### src/rtl/ipf_pkg.sv
// Shared constants, state encoding and LCU raster-walk helpers for the IPF LCU feeder.
package ipf_pkg;

  localparam int IMG_W  = 128;
  localparam int ADDR_W = 14;

  localparam logic [1:0] LCU_16  = 2'd0;
  localparam logic [1:0] LCU_32  = 2'd1;
  localparam logic [1:0] LCU_64  = 2'd2;
  localparam logic [1:0] LCU_BAD = 2'd3;

  typedef enum logic [1:0] {ST_IDLE, ST_RUN, ST_DRAIN, ST_DONE} feeder_state_t;

  typedef struct packed {
    logic [2:0] ly;
    logic [2:0] lx;
    logic [5:0] r;
    logic [5:0] c;
  } lcu_pos_t;

  function automatic logic [5:0] lcu_last(input logic [1:0] size);
    case (size)
      LCU_16:  return 6'd15;
      LCU_32:  return 6'd31;
      LCU_64:  return 6'd63;
      default: return 6'd63;
    endcase
  endfunction

  function automatic logic [2:0] lcu_max(input logic [1:0] size);
    case (size)
      LCU_16:  return 3'd7;
      LCU_32:  return 3'd3;
      LCU_64:  return 3'd1;
      default: return 3'd0;
    endcase
  endfunction

  function automatic logic pos_is_last(input lcu_pos_t p, input logic [1:0] size);
    return (p.c == lcu_last(size)) && (p.r == lcu_last(size)) &&
           (p.lx == lcu_max(size)) && (p.ly == lcu_max(size));
  endfunction

  // Column fastest, then row, then LCU x, then LCU y; the final position wraps to zero.
  function automatic lcu_pos_t pos_next(input lcu_pos_t p, input logic [1:0] size);
    lcu_pos_t n;
    n = p;
    if (p.c != lcu_last(size)) begin
      n.c = p.c + 6'd1;
    end else begin
      n.c = '0;
      if (p.r != lcu_last(size)) begin
        n.r = p.r + 6'd1;
      end else begin
        n.r = '0;
        if (p.lx != lcu_max(size)) begin
          n.lx = p.lx + 3'd1;
        end else begin
          n.lx = '0;
          n.ly = (p.ly == lcu_max(size)) ? 3'd0 : p.ly + 3'd1;
        end
      end
    end
    return n;
  endfunction

  function automatic logic [ADDR_W-1:0] pos_addr(input lcu_pos_t p, input logic [1:0] size);
    logic [6:0] row;
    logic [6:0] col;
    row = (7'(p.ly) << (3'd4 + 3'(size))) + 7'(p.r);
    col = (7'(p.lx) << (3'd4 + 3'(size))) + 7'(p.c);
    return ADDR_W'(int'(row) * IMG_W + int'(col));
  endfunction

endpackage

### src/rtl/ipf_skid_fifo.sv
// Two-entry pixel FIFO; when empty, the incoming word is visible on head so it can
// be forwarded in the same cycle it arrives.
module ipf_skid_fifo (
  input  logic       clk,
  input  logic       reset,
  input  logic       push,
  input  logic       pop,
  input  logic [7:0] wdata,
  output logic       full,
  output logic       empty,
  output logic [7:0] head
);

  logic [7:0] mem [2];
  logic       wr_ptr;
  logic       rd_ptr;
  logic [1:0] count;
  logic       through;
  logic       pop_stored;

  assign full       = (count == 2'd2);
  assign empty      = (count == 2'd0);
  assign head       = empty ? wdata : mem[rd_ptr];
  assign through    = empty && push && pop;
  assign pop_stored = pop && !empty;

  always_ff @(posedge clk or posedge reset) begin
    if (reset) begin
      mem[0] <= '0;
      mem[1] <= '0;
      wr_ptr <= 1'b0;
      rd_ptr <= 1'b0;
      count  <= 2'd0;
    end else if (!through) begin
      if (push) begin
        mem[wr_ptr] <= wdata;
        wr_ptr      <= !wr_ptr;
      end
      if (pop_stored) rd_ptr <= !rd_ptr;
      count <= count + {1'b0, push} - {1'b0, pop_stored};
    end
  end

endmodule

### src/rtl/ipf_lcu_feeder.sv
// Walks a 128x128 image LCU by LCU, reading pixels from image memory and streaming
// them to the in-loop filter with busy backpressure.
module ipf_lcu_feeder
  import ipf_pkg::*;
(
  input  logic              clk,
  input  logic              reset,
  input  logic              start,
  input  logic [1:0]        cfg_lcu_size,
  input  logic [1:0]        cfg_ipf_type,
  input  logic [4:0]        cfg_ipf_band_pos,
  input  logic              cfg_ipf_wo_class,
  input  logic [15:0]       cfg_ipf_offset,
  output logic              mem_rd,
  output logic [ADDR_W-1:0] mem_addr,
  input  logic [7:0]        mem_rdata,
  input  logic              busy,
  output logic              in_en,
  output logic [7:0]        din,
  output logic [2:0]        lcu_x,
  output logic [2:0]        lcu_y,
  output logic [1:0]        lcu_size,
  output logic [1:0]        ipf_type,
  output logic [4:0]        ipf_band_pos,
  output logic              ipf_wo_class,
  output logic [15:0]       ipf_offset,
  output logic              done,
  output logic              cfg_err
);

  feeder_state_t state, state_next;
  lcu_pos_t      rd_pos, out_pos;
  logic          rd_pending;
  logic          pop;
  logic          last_popped;
  logic          start_ok;
  logic          fifo_full, fifo_empty;
  logic [7:0]    fifo_head;

  assign start_ok = (state == ST_IDLE) && start && (cfg_lcu_size != LCU_BAD);
  // A read is only issued when the FIFO can absorb it even if busy holds from now on.
  assign mem_rd   = (state == ST_RUN) && !busy && !fifo_full && (fifo_empty || !rd_pending);
  assign mem_addr = pos_addr(rd_pos, lcu_size);
  assign pop      = !busy && (!fifo_empty || rd_pending);
  assign done     = (state == ST_DONE);

  ipf_skid_fifo u_fifo (
    .clk   (clk),
    .reset (reset),
    .push  (rd_pending),
    .pop   (pop),
    .wdata (mem_rdata),
    .full  (fifo_full),
    .empty (fifo_empty),
    .head  (fifo_head)
  );

  always_comb begin
    state_next = state;
    case (state)
      ST_IDLE:  if (start_ok) state_next = ST_RUN;
      ST_RUN:   if (mem_rd && pos_is_last(rd_pos, lcu_size)) state_next = ST_DRAIN;
      ST_DRAIN: if (last_popped && fifo_empty && !rd_pending) state_next = ST_DONE;
      ST_DONE:  state_next = ST_IDLE;
      default:  state_next = ST_IDLE;
    endcase
  end

  always_ff @(posedge clk or posedge reset) begin
    if (reset) begin
      state        <= ST_IDLE;
      rd_pending   <= 1'b0;
      rd_pos       <= '0;
      out_pos      <= '0;
      last_popped  <= 1'b0;
      in_en        <= 1'b0;
      din          <= '0;
      lcu_x        <= '0;
      lcu_y        <= '0;
      lcu_size     <= '0;
      ipf_type     <= '0;
      ipf_band_pos <= '0;
      ipf_wo_class <= 1'b0;
      ipf_offset   <= '0;
      cfg_err      <= 1'b0;
    end else begin
      state      <= state_next;
      rd_pending <= mem_rd;
      in_en      <= pop;
      cfg_err    <= (state == ST_IDLE) && start && (cfg_lcu_size == LCU_BAD);
      if (mem_rd) rd_pos <= pos_next(rd_pos, lcu_size);
      // LCU coordinates move together with the first pixel of each new LCU.
      if (pop) begin
        din     <= fifo_head;
        out_pos <= pos_next(out_pos, lcu_size);
        if (out_pos.r == 6'd0 && out_pos.c == 6'd0) begin
          lcu_x <= out_pos.lx;
          lcu_y <= out_pos.ly;
        end
        if (pos_is_last(out_pos, lcu_size)) last_popped <= 1'b1;
      end
      if (start_ok) begin
        lcu_size     <= cfg_lcu_size;
        ipf_type     <= cfg_ipf_type;
        ipf_band_pos <= cfg_ipf_band_pos;
        ipf_wo_class <= cfg_ipf_wo_class;
        ipf_offset   <= cfg_ipf_offset;
        rd_pos       <= '0;
        out_pos      <= '0;
        last_popped  <= 1'b0;
      end
    end
  end

endmodule

### config.mk
export PLATFORM = sky130hd
export DESIGN_NAME = ipf_lcu_feeder
export DESIGN_NICKNAME = d
export VERILOG_FILES = /design/src/rtl/ipf_pkg.sv /design/src/rtl/ipf_skid_fifo.sv /design/src/rtl/ipf_lcu_feeder.sv
export SDC_FILE = /design/constraint.sdc
export NUM_CORES = 1
export LEC_CHECK = 0
export ABC_AREA = 1
export BUFFER_PORTS_ARGS = -buffer_cell sky130_fd_sc_hd__clkbuf_2
export CAP_MARGIN = 20
export CORE_MARGIN = 8
export CORE_UTILIZATION = 45
export CTS_CLUSTER_SIZE = 8
export DETAILED_ROUTE_END_ITERATION = 8
export PLACE_DENSITY = 0.69
export SLEW_MARGIN = 20
export SYNTH_ARGS = -nofsm -noshare
export SYNTH_HDL_FRONTEND = slang
export SYNTH_HIERARCHICAL = 1
export SYNTH_SLANG_ARGS = --single-unit
### constraint.sdc
create_clock -name clk -period 4.9 [get_ports clk]
set_input_delay 0.49 -clock clk [delete_from_list [all_inputs] [get_ports clk]]
set_output_delay 0.49 -clock clk [all_outputs]
set_load 0.005 [all_outputs]
==> out/metrics.yaml <==
synth:
  synthesis.area_um2: 5470
  synth_fa_ha_area_share_pct: 4.85
  muxShareOfSynthArea_pct: 0
  yosys.area_share.simple_pct: 28.1
  synth_fp_nets: 736
  synth_top_family_by_area: "simple AND/OR/NAND/NOR gates"
  syn_avg_cell_area_um2: 8.06
  syn_inst: 678
  ys_types: 42
  synth.yosys.seq_area_share_pct: 46.7
  synth_edf_count: 0
  async_reset_ff_share_pct: 100
  yosys.area_share.xor_xnor_pct: 3.48
  ys_warn_count: 6
  synth_flop_cell: "dfrtp_1"
  synth_compound_area_share_pct: 8.12
  ys_seq_elements: 102
cells_and_area:
  most-common-layout-cells: "nand2_1 (233), dfrtp_1 (102), clkbuf_2 (95)"
  drive_gt1_share_pct: 18.5
  layout_commonest_cell: "nand2_1"
  final_nets: 815
  antennaDiodeCount: 0
  syn_to_final_growth_pct: 14.1
floorplan:
  dieArea_um2: 15900
  fp.dieH_um: 126
  rows: 40
  ios: 96
  die_width_um: 126
  start_util_pct: 45.7
  core_area_um2: 12000
placed_design:
  io_buffers: 95
  gp_congestion: 0.847
  dpl.hpwl_mm: 9.54
timing:
  setup_violations: 0
  hold_viol_final: 0
  skew_ns: 0.00878
  rsz0062_at_grt: "no"
  setup_tns_ns: 0
  fin_crit_sh_pct: 59.5
  worstMarginPinSlew_ns: 0.819
  min_period_ns: 2.92
  fmax_ghz: 0.343
  drv_slew: 0
  slew_headroom_pct: 45.4
flow_run:
  maxCapViolations: 0
grt:
  antenna_found_initial: 0
  globalRouteOverflowTotal: 0
  grt_max_degree: 53
  grt_pass1_vias: 4568
  grt.total_usage_pct: 16.8
  grt_pass1_wl_mm: 22.0
clocking:
  h-tree-depth: 3
  cts_setup_buffers: 0
  clockBufferDepth: 2
  cts_resized: 0
  cts_root_buffer: "clkbuf_16"
  clk_pin_slew_worst_paths_ns: 0.07
  cts_buffers: 9
  postCtsHoldBufs: 0
  insertion_delay_ns: 0.35
  cts_tree: "done"
  cts.sinks: 102
routing:
  route.final.wire_length_mm: 12.8
  drc: 0
  routed_via_density: 5.06
  firstDrtPassIters: 5
  wl_per_cell_um: 14.0
  ant_nets: 0
  drt-initial-drc-count: 360
  vias: 4595
worst_setup_path:
  endpoint_kind: "output pin"
  worstPathArrival_ns: 2.43
  r2r_cells: 7
  critical_path_class: "reg -> out"
  crit_fanout: 17
  cp_data_required_time_ns: 4.41
  worst_setup_path_start_kind: "flop"
power:
  p_leak_nw: 3.32
  worst_ir_drop_vdd_mv: 0.245
  powerDensity_nw_per_um2: 547
  power_mw: 3.41
outcome:
  status: "completed"
worst_hold_path:
  hold_class: "in -> async"
## logic make-up after synthesis
| family | count (synthesis) |
|---|---|
| adder cells (fa/ha/maj) | 20 |
| flip-flops | 102 |
| buffers and inverters | 106 |
| AO/OA/AOI/OAI | 81 |
| XOR/XNOR | 20 |
| AND/OR/NAND/NOR | 349 |
## cell usage after synthesis, types with 2 or more instances
| cell | number | area share (%) |
|---|---|---|
| nand3_1 | 30 | 2.7 |
| nand4_1 | 22 | 2.5 |
| a21oi_1 | 18 | 1.6 |
| o21ai_0 | 41 | 3.8 |
| nor2_2 | 3 | 0.34 |
| inv_1 | 73 | 5.0 |
| nor2_4 | 2 | 0.41 |
| dfrtp_1 | 102 | 47 |
| o21ai_1 | 7 | 0.64 |
| nand3_4 | 2 | 0.64 |
| a21oi_2 | 3 | 0.48 |
| buf_6 | 5 | 1.0 |
| ha_1 | 18 | 4.1 |
| a22oi_1 | 3 | 0.41 |
| nor2_1 | 39 | 2.7 |
| xnor2_1 | 5 | 0.80 |
| nand2_2 | 5 | 0.57 |
| xor2_1 | 13 | 2.1 |
| clkbuf_1 | 5 | 0.34 |
| nand2_1 | 233 | 16 |
| nor3_1 | 5 | 0.46 |
| buf_4 | 8 | 1.1 |
| o22ai_1 | 4 | 0.46 |
| buf_2 | 11 | 1.0 |
| nand2_4 | 2 | 0.41 |
| nor4_1 | 2 | 0.23 |
| fa_1 | 2 | 0.73 |
## metrics by stage
stage               hold WS [ns]  utilization, %  instances  setup WS (ns)  cell area, um2
floorplan                  0.437               -        678           2.30            5470
global placement           0.448            49.8        893           2.22            5960
finish                     0.210            52.2        909           1.98            6240
global route               0.260            52.2        909           1.68            6240
CTS                        0.234            52.2        909           1.95            6240
detailed placement         0.454            49.8        893           2.05            5960
## flip-flops by register name (all words and copies together), names as in the netlist
name / count
cfg_err: 1
din: 8
in_en: 1
ipf_band_pos: 5
ipf_offset: 16
ipf_type: 2
ipf_wo_class: 1
last_popped: 1
lcu_size: 2
lcu_x: 3
lcu_y: 3
out_pos: 18
rd_pending: 1
rd_pos: 18
state: 2
u_fifo/count: 2
u_fifo/mem: 16
u_fifo/rd_ptr: 1
u_fifo/wr_ptr: 1
## power breakdown
| group | internal [mW] | switching [mW] | total [mW] |
|---|---|---|---|
| Clock | 0.361 | 0.319 | 0.680 |
| Sequential | 1.12 | 0.280 | 1.40 |
| Combinational | 0.513 | 0.817 | 1.33 |
## critical path: stages, from the launching register on
cell      delay, ns
dfrtp_1        0.88
inv_4          0.13
nand2_2        0.19
nor2_1         0.06
ha_1           0.17
inv_1          0.06
fa_1           0.41
inv_1          0.07
clkbuf_2       0.11
## path summary, 6_finish.rpt
kind | end | start | slack, ns
min reg2reg | u_fifo/mem[13]$_DFFE_PP0P_ | u_fifo/mem[13]$_DFFE_PP0P_ | 0.47
min in group clk | ipf_offset[2]$_DFFE_PP0P_ | cfg_ipf_offset[2] | 0.33
min | state[0]$_DFFE_PP0P_ | reset | 0.21
max | mem_addr[5] | lcu_size[1]$_DFFE_PP0P_ | 1.98
max reg2reg | lcu_y[0]$_DFFE_PP0P_ | rd_pending$_DFF_PP0_ | 2.03
max in group asynchronous | lcu_x[2]$_DFFE_PP0P_ | reset | 3.67
## layer usage
| layer | global-route usage, % | part of all wire [%] |
|---|---|---|
| met3 | 5.15 | 5.6 |
| met1 | 21.2 | 45 |
| met5 | 0 | 0 |
| met4 | 4.25 | 0.66 |
| met2 | 27.3 | 49 |
## final cells by class
class / count / area [um2]
inverter: 76 / 289
multi-input combinational: 470 / 2430
tap: 147 / 184
timing repair buffer: 98 / 498
clock inverter: 6 / 45.0
fill: 1183 / 5720
sequential: 102 / 2550
clock buffer: 10 / 239
Power figures use the tool's default switching activity.
